--- src/rtl/mac_group_sequencer.sv ---
// Job sequencer for a column of NUM_GROUPS four-MAC groups: weight load, activation streaming,
// pipeline tracking and delayed-clock gating. Define MAC_ERR_STATS_EN to enable err_count.
module mac_group_sequencer #(
   parameter int unsigned NUM_GROUPS = 4,
   parameter int unsigned LEN_W      = 8,
   parameter int unsigned ERR_W      = 16,
   localparam int unsigned NM        = 4 * NUM_GROUPS,
   localparam int unsigned LAT       = NM,
   localparam int unsigned AW        = $clog2(NM)
) (
   input  logic             clk,
   input  logic             rst,
   input  logic             start_i,
   input  logic [LEN_W-1:0] vec_len_i,
   output logic             busy_o,
   output logic             done_o,
   output logic             weight_we_o,
   output logic [AW-1:0]    weight_addr_o,
   input  logic             act_valid_i,
   output logic             act_ready_o,
   output logic             act_fire_o,
   output logic             delay_clk_en_o,
   input  logic             col_error_i,
   output logic             out_valid_o,
   output logic [ERR_W-1:0] err_count_o
);

   typedef enum logic [2:0] {
      StIdle,
      StLoadW,
      StStream,
      StDrain,
      StDone
   } state_e;

   state_e           state_q, state_d;
   logic [LEN_W-1:0] len_q, len_d;
   logic [LEN_W-1:0] acc_q, acc_d;
   logic [AW-1:0]    waddr_q, waddr_d;
   logic [LAT-1:0]   tracker_q, tracker_d;
   logic             fire;

   always_ff @(posedge clk or posedge rst) begin
      if (rst) begin
         state_q   <= StIdle;
         len_q     <= '0;
         acc_q     <= '0;
         waddr_q   <= '0;
         tracker_q <= '0;
      end else begin
         state_q   <= state_d;
         len_q     <= len_d;
         acc_q     <= acc_d;
         waddr_q   <= waddr_d;
         tracker_q <= tracker_d;
      end
   end

   always_comb begin
      state_d        = state_q;
      len_d          = len_q;
      acc_d          = acc_q;
      waddr_d        = waddr_q;
      fire           = 1'b0;
      busy_o         = 1'b1;
      done_o         = 1'b0;
      weight_we_o    = 1'b0;
      act_ready_o    = 1'b0;
      delay_clk_en_o = 1'b0;
      unique case (state_q)
         StIdle: begin
            busy_o = 1'b0;
            if (start_i) begin
               len_d   = vec_len_i;
               acc_d   = '0;
               waddr_d = '0;
               state_d = StLoadW;
            end
         end
         StLoadW: begin
            weight_we_o = 1'b1;
            if (waddr_q == AW'(NM - 1)) begin
               waddr_d = '0;
               state_d = (len_q == '0) ? StDrain : StStream;
            end else begin
               waddr_d = waddr_q + AW'(1);
            end
         end
         StStream: begin
            delay_clk_en_o = 1'b1;
            act_ready_o    = (acc_q < len_q);
            fire           = act_valid_i & act_ready_o;
            if (fire) begin
               acc_d = acc_q + LEN_W'(1);
               if (acc_d == len_q) state_d = StDrain;
            end
         end
         StDrain: begin
            delay_clk_en_o = 1'b1;
            // Last result has left the column once the tracker holds no in-flight vectors
            if (tracker_q == '0) state_d = StDone;
         end
         StDone: begin
            done_o  = 1'b1;
            state_d = StIdle;
         end
         default: state_d = StIdle;
      endcase
   end

   // Bubbles shift in as zeros so result order and spacing mirror the fire pattern
   assign tracker_d     = {tracker_q[LAT-2:0], fire};
   assign out_valid_o   = tracker_q[LAT-1];
   assign act_fire_o    = fire;
   assign weight_addr_o = waddr_q;

`ifdef MAC_ERR_STATS_EN
   logic [ERR_W-1:0] err_q, err_d;

   always_comb begin
      err_d = err_q;
      if (state_q == StIdle && start_i) begin
         err_d = '0;
      end else if (out_valid_o && col_error_i && (err_q != '1)) begin
         err_d = err_q + ERR_W'(1);
      end
   end

   always_ff @(posedge clk or posedge rst) begin
      if (rst) err_q <= '0;
      else     err_q <= err_d;
   end

   assign err_count_o = err_q;
`else
   logic unused_col_error;
   assign unused_col_error = col_error_i;
   assign err_count_o      = '0;
`endif

endmodule

--- config.mk ---
export PLATFORM = sky130hd
export DESIGN_NAME = mac_group_sequencer
export DESIGN_NICKNAME = d
export VERILOG_FILES = /design/src/rtl/mac_group_sequencer.sv
export SDC_FILE = /design/constraint.sdc
export NUM_CORES = 1
export LEC_CHECK = 0
export BUFFER_PORTS_ARGS = -buffer_cell sky130_fd_sc_hd__buf_2
export CAP_MARGIN = 15
export CELL_PAD_IN_SITES_DETAIL_PLACEMENT = 2
export CELL_PAD_IN_SITES_GLOBAL_PLACEMENT = 2
export CORE_MARGIN = 3
export CORE_UTILIZATION = 38
export DETAILED_ROUTE_END_ITERATION = 7
export PLACE_DENSITY = 0.89
export SETUP_SLACK_MARGIN = 0.02
export SYNTH_ARGS = -nofsm -noshare
export SYNTH_HDL_FRONTEND = slang
export SYNTH_SLANG_ARGS = --single-unit
--- constraint.sdc ---
create_clock -name clk -period 5.7 [get_ports clk]
set_clock_uncertainty 0.15 [all_clocks]
set_input_delay 0.57 -clock clk [delete_from_list [all_inputs] [get_ports clk]]
set_output_delay 0.57 -clock clk [all_outputs]
set_load 0.02 [all_outputs]
=== Word-level counts from Yosys, hierarchy flattened ===
Cells that the tools add are included.

* Add/sub/neg operators: 2
* Multipliers: 0
* Div/mod/pow operators: 0
* Order comparisons: 1
* Eq/ne operators: 11
* Shift-type cells: 0
* Multiplexer cells: 19
* Bitwise logic cells: 1
* Reductions and logical operators: 10

{| class="wikitable"
|+ Operators with widths
! operator !! number
|-
| $logic_not 16->1 || 1
|-
| $mux 8 || 2
|-
| $pmux 8 s2 || 1
|-
| $mux 3 || 5
|-
| $pmux 3 s4 || 1
|-
| $ne 2x2->1 const B || 5
|-
| $add 8x1->8 const B || 1
|-
| $eq 8x8->1 || 1
|-
| $logic_not 8->1 || 1
|-
| $lt 8x8->1 || 1
|-
| $mux 4 || 2
|-
| $pmux 4 s2 || 1
|-
| $mux 1 || 7
|-
| $eq 3x2->1 const B || 2
|-
| $reduce_and 5->1 || 1
|-
| $add 4x1->4 const B || 1
|-
| $eq 4x4->1 const B || 1
|-
| $reduce_and 2->1 || 2
|-
| $reduce_bool 2->1 || 2
|-
| $eq 3x1->1 const B || 1
|-
| $eq 3x3->1 const B || 1
|-
| $logic_not 3->1 || 1
|-
| $reduce_and 3->1 || 1
|-
| $reduce_or 2->1 || 1
|-
| $and 1x1->1 || 1
|}

* Bits in registers: 39
* Bits in latches: 0
* RAM bits: 0
* Bits in read-only memories: 0
* Bits of input ports: 13
* Output and inout bits: 27
* Word-level logic and storage cells: 49
* Memories kept: 0

=== Depth between registers and ports, before layout ===
Gate-level depths: netlist of the first run.

* Depth in word-level cells: 5
* Gate-level depth with buffers: 7
* Gate-level depth less buffers: 7

=== Least setup slack after synthesis of the first run ===
OpenSTA, ideal clock, no wires.

* Path kind: reg2out
* Start point: register acc_q[6]
* End point: output act_fire_o
* Arrival: 1.714 ns
* Required time: 4.980 ns
* Slack: 3.266 ns
* Stages on the path, launching flop included: 6
* Path buffers: 0
* Cells stage by stage: dfrtp_1 > ha_1 > a21o_1 > a21oi_2 > nand2_1 > nor3b_2

* Longest elaborated chain between the ends: 3

{| class="wikitable"
|+ RTL lines
! item !! RTL line !! RTL
|-
| from (decl) || 38 || <nowiki>logic [LEN_W-1:0] acc_q, acc_d;</nowiki>
|-
| from (signal assigned) || 47 || <nowiki>acc_q <= '0;</nowiki>
|-
| from (signal assigned) || 53 || <nowiki>acc_q <= acc_d;</nowiki>
|-
| $lt 8x8->1 || 91 || <nowiki>act_ready_o = (acc_q < len_q);</nowiki>
|-
| $and 1x1->1 || 92 || <nowiki>fire = act_valid_i & act_ready_o;</nowiki>
|-
| $mux 1 || 70 || <nowiki>unique case (state_q)</nowiki>
|-
| to (decl) || 21 || <nowiki>output logic act_fire_o,</nowiki>
|}

No other way between the ends.

=== Worst setup path after layout of the first run ===
* Start point: register len_q[5]
* End point: output act_fire_o

* Longest elaborated chain between the ends: 3

{| class="wikitable"
|+ RTL lines
! item !! RTL line !! RTL
|-
| from (decl) || 37 || <nowiki>logic [LEN_W-1:0] len_q, len_d;</nowiki>
|-
| from (signal assigned) || 52 || <nowiki>len_q <= len_d;</nowiki>
|-
| $lt 8x8->1 || 91 ||
|-
| $and 1x1->1 || 92 ||
|-
| $mux 1 || 70 ||
|}

No other way between the ends.

==> results of run 1 <==
[synth_stat cells (2+ instances only)]
| cell | instances |
|---|---|
| dfrtp_1 | 39 |
| mux2_2 | 2 |
| a21oi_1 | 2 |
| nand3_1 | 5 |
| and3_1 | 4 |
| o21ai_0 | 15 |
| o31ai_1 | 2 |
| xnor2_1 | 6 |
| inv_1 | 13 |
| nand2_1 | 18 |
| nand4_1 | 7 |
| or3_1 | 4 |
| a31oi_1 | 2 |
| a21oi_2 | 2 |
| nor4_2 | 4 |
| ha_1 | 10 |
| nor2_1 | 6 |
| a22o_1 | 7 |
| buf_4 | 16 |
| buf_2 | 4 |
| o21ai_1 | 4 |
| o22ai_1 | 2 |
| xor2_1 | 3 |
| nor4_1 | 2 |
[final cells by class]
cell class / instances / area, µm²
clock buffers: 5 / 68.82
fillers: 593 / 2934
flip-flops and latches: 39 / 975.9
repair buffers: 23 / 117.6
clock inverters: 3 / 43.79
well taps: 70 / 87.58
inverters: 14 / 52.55
multi-input cells: 150 / 1055
[kinds of logic after synthesis]
group | after synthesis | share of synthesized area
and+or+nand+nor | 63 | 0.1763
AOI/OAI and AO/OA | 48 | 0.1649
DFF | 39 | 0.4480
buffers and inverters | 35 | 0.09363
adders and majority gates | 10 | 0.05744
xor gates and xnor gates | 9 | 0.03619
muxes | 4 | 0.02182
other | 1 | 0.001721
[sequential cells by signal (all words and copies together) (netlist names)]
register and count:
len_q 8, weight_addr_o 4, tracker_q 16, acc_q 8, state_q 3
[worst paths after layout]
check                                  start            end  slack, ns  cells after the start
worst max-delay path                len_q[5]     act_fire_o       2.64                      7
worst min-delay path                     rst       acc_q[5]       0.23                      3
worst max register to register      acc_q[3]       acc_q[0]       3.27                      6
worst min register to register  tracker_q[8]   tracker_q[9]       0.25                      0
max in group asynchronous                rst  tracker_q[15]       4.82                      3
min in group clk                tracker_q[8]   tracker_q[9]       0.25                      0
[stage by stage]
step	setup WS (ns)	cells	hold slack, ns
after floorplan	3.266	224	0.2221
after global placement	2.990	296	0.2240
after detailed placement	2.955	296	0.2306
after CTS	2.610	304	0.2446
after global routing	2.383	304	0.2691
final	2.636	304	0.2290
[worst register-to-register path, delay by kind of cell (launching register included)]
| family | cells | cell delay [ns] |
|---|---|---|
| AOI/OAI and AO/OA | 4 | 0.94 |
| adders and majority gates | 1 | 0.31 |
| DFF | 1 | 0.56 |
| muxes | 1 | 0.36 |
[routing by layer]
layer  GRT usage  routed length (µm)  part of all wire
met4     0.05980                  91             0.016
met5           0                   0                 0
met1      0.2387                2504              0.43
met3     0.03838                 208             0.036
met2      0.3461                3003              0.52
[power breakdown]
| group | leakage (nW) | switching (mW) | total, mW | internal, mW |
|---|---|---|---|---|
| logic | 0.576 | 0.316 | 0.521 | 0.206 |
| clock network | 0.0581 | 0.105 | 0.235 | 0.130 |
| registers | 0.516 | 0.112 | 0.475 | 0.363 |
| total | 1.15 | 0.533 | 1.23 | 0.699 |
==> flow_summary.toml, run 1 <==
[status]
status = "complete, no violations"

[worst_setup_path]
cp.required_ns = 4.98
crit_path_end_kind = "primary output"
path_cells = "inv_1 -> ha_1 -> a21o_1 -> a21oi_2 -> nand2_1 -> nor3b_2 -> buf_2"
path_buf_inv = 2
arrival_ns = 2.34
slowest_stage = "dfrtp_1"
cp-start-kind = "flip-flop"
worst-path-max-fanout = 8
critical_path.top_delay_family = "compound AO/OA/AOI/OAI gates"
path_class = "reg -> out"
crit_path_max_incr_delay_ns = 0.51

[clock_network]
clock_sinks = 39
path_clk_slew_ns = 0.08
cts_setup_buffers = 0
insertion_delay_ns = 0.30
cts_max_level = 2
clockRootBuffer = "clkbuf_8"
post_cts_resized = 0
cts_buffers = 5
cts_hold_buf = 0
cts_tree = "built"
clockBufferDepth = 2

[floorplanning]
floorplan.rows = 26
coreArea_mm2 = 0.005335
die_h_um = 81.72
die_area_mm2 = 0.006677
die_w_um = 81.72
start_util = 0.4083
boundaryPins = 40

[sta]
max_freq_ghz = 0.3263
slew_violations = 0
final.period_utilization = 0.5376
relSlewSlack = 0.6604
finalHoldViolCount = 0
setup_viol = 0
setup_tns_ns = 0
worst_pin_slew_ns = 0.5094
rsz0062_at_grt = "false"
fin_crit_ns = 3.064

[drt]
drt.antenna.violating_nets = 0
dr.pass1.iters = 4
via_per_inst = 5.536
wirelength_mm = 5.808
drc = 0
avgRoutedWirePerCell_um = 19.11
vias = 1683
drt_iter0_drc = 94

[pwr]
power_density_mw_per_mm2 = 513.2
total_power_mw = 1.232
p_leak_nw = 1.151
ir_worst_vdd_v = 0.0002229

[finish]
area_delta_synth_final_pct = 10.22
drive_above_1_share = 0.2222
final_cell_mix = "39 x dfrtp_1, 22 x buf_2, 18 x nand2_1"
nNetsFinal = 256
layout_commonest_cell = "dfrtp_1"
final_util = 0.4500
diodes = 0
design_area_mm2 = 0.002401

[placed_design]
hpwlAfterDp_mm = 4.116
place_congestion = 0.8293
io_buffers = 22
post_dp_cell_area_mm2 = 0.002288

[synthesis]
synth_cells = 209
synth.area.top_cells = "dfrtp_1 45%, ha_1 5.7%, buf_4 5.5%"
yosysTopAreaCellShare = 0.4480
synth_area_leader_cell = "dfrtp_1"
synth_ff_type = "dfrtp_1"
syn_area_mm2 = 0.002178
synth_area_per_cell_um2 = 10.42
ys_seq_area_frac = 0.4480
synth-seq-cells = 39
async_flop_share = 1.000
ys_warn_count = 0
synthDistinctLibCells = 54
synth_edf_count = 0

[global_route]
grt_max_degree = 40
antenna_found_initial = 0
grt_pass1_vias = 1803
gr-total-overflow = 0
grt_pass1_wl_mm = 9.742
globalRouteTotalUtil = 0.1953

[job]
drv_cap = 0

[hold_path]
hp-class = "in -> async"
Note: power is estimated with default switching activity, not from simulation.
==> inputs of run 2 (changes only) <==
Settings changed: CORE_UTILIZATION 38 to 32, PLACE_DENSITY 0.89 to 0.8.
Clock period 5.7 ns to 2.8 ns, I/O delays scaled along.
==> flow_summary.toml, run 2 (synthesis results as in run 1) <==
[worst_setup_path]
timing.rr.start = "acc_q[2]"
worst-path-max-fanout = 7
path_class = "reg -> out"
cp.required_ns = 2.37
crit_path_end_kind = "primary output"
arrival_ns = 2.17
critPathLaunch = "acc_q[2]"
cp-start-kind = "flip-flop"

[sta]
max_freq_ghz = 0.3847
relSlewSlack = 0.6566
whs_ns = 0.03323
final.period_utilization = 0.9283
slew_violations = 0
worst_pin_slew_ns = 0.5150
rsz0062_at_grt = "false"
finalHoldViolCount = 0
setup_viol = 0
fin_crit_ns = 2.599
setup_tns_ns = 0

[drt]
drc = 0
dr.pass1.iters = 4
avgRoutedWirePerCell_um = 17.22
routed-wl-met2_mm = 2.845
wl_met1_mm = 2.411
drt_iter0_drc = 64
via_per_inst = 5.235
wirelength_mm = 5.425
vias = 1649
highest_layer = "met4"
dr_wl_met3_um = 147
drt.antenna.violating_nets = 0

[global_route]
antenna_found_initial = 0
grt_max_degree = 40
grt_pass1_vias = 1852
grt_pass1_wl_mm = 9.321
gr-total-overflow = 0
globalRouteTotalUtil = 0.1544

[placed_design]
place_congestion = 0.7835
hpwlAfterDp_mm = 3.965
io_buffers = 22
post_dp_cell_area_mm2 = 0.002320
placed_cells = 306

[clock_network]
post_cts_resized = 0
clockRootBuffer = "clkbuf_8"
path_clk_slew_ns = 0.09
cts_setup_buffers = 0
cts_buffers = 5
cts_hold_buf = 1
clockBufferDepth = 2
cts_max_level = 2
clock_sinks = 39
cts_tree = "built"
insertion_delay_ns = 0.30

[hold_path]
hold_path_startpoint = "vec_len_i[1]"
hp-class = "in -> reg"

[finish]
nNetsFinal = 260
largest_reg_flops = 16
reg.largest.list = "tracker_q: 16 flops, acc_q: 8 flops, len_q: 8 flops"
fillCellCount = 720
final_cell_mix = "39 x dfrtp_1, 22 x buf_2, 18 x nand2_1"
final_cells = 315
design_area_mm2 = 0.002442
drive_above_1_share = 0.2311
top_register = "tracker_q"
layout_commonest_cell = "dfrtp_1"
diodes = 0
final_util = 0.3781
area_delta_synth_final_pct = 12.12

[floorplanning]
floorplan.rows = 29
boundaryPins = 40
coreArea_mm2 = 0.006459
die_w_um = 88.51
die_h_um = 88.51
die_area_mm2 = 0.007833
start_util = 0.3373

[pwr]
power_density_mw_per_mm2 = 1011
ir_worst_vdd_v = 0.0002496
p_leak_nw = 1.168

[job]
drv_cap = 0

[status]
status = "complete, no violations"
[run 2: cell count changes in the layout (fill, tap and decap cells not counted), sizes merged]
cell | before | now
dlygate4sd3 | 0 | 1
buf | 23 | 26
[run 2: report_power, final]
| group | internal (mW) | switching (mW) |
|---|---|---|
| clock network | 0.266 | 0.216 |
| logic | 0.418 | 0.614 |
| registers | 0.739 | 0.215 |
[run 2: final cells by class]
cell class	instances	area [µm²]	area share
multi-input cells	150	1055	0.4319
well taps	77	96.34	0.03945
flip-flops and latches	39	975.9	0.3996
clock buffers	5	68.82	0.02818
clock inverters	3	43.79	0.01793
repair buffers	27	150.1	0.06148
inverters	14	52.55	0.02152
[run 2: worst paths after layout]
kind	endpoint	cells past startpoint	slack [ns]
setup / recovery	act_fire_o	6	0.20
hold / removal	len_q[1]	3	0.03
setup reg to reg	acc_q[0]	6	0.46
hold reg to reg	tracker_q[8]	0	0.25
max in group asynchronous	len_q[3]	4	1.62
min in group asynchronous	tracker_q[14]	4	0.53
[run 2: critical path: stages, from the launching register on]
cell and delay, ns:
dfrtp_1 0.46, ha_1 0.31, o21ai_1 0.14, a21oi_1 0.09, o311a_1 0.43, nor3b_2 0.24
buf_2 0.20
[run 2: per-layer routing]
layer,GRT usage,vias to the layer above
met4,0.03709,0
met1,0.1896,844
met2,0.2814,25
met3,0.02514,3
met5,0,-
li1,-,777
[run 2: stage by stage]
step                      total power, mW  setup WS [ns]
after floorplan                     1.718         0.6416
after global placement              1.941         0.5193
after detailed placement            2.004         0.4488
after CTS                           2.507         0.1576
after global routing                2.673        0.04934
final                               2.469         0.2007
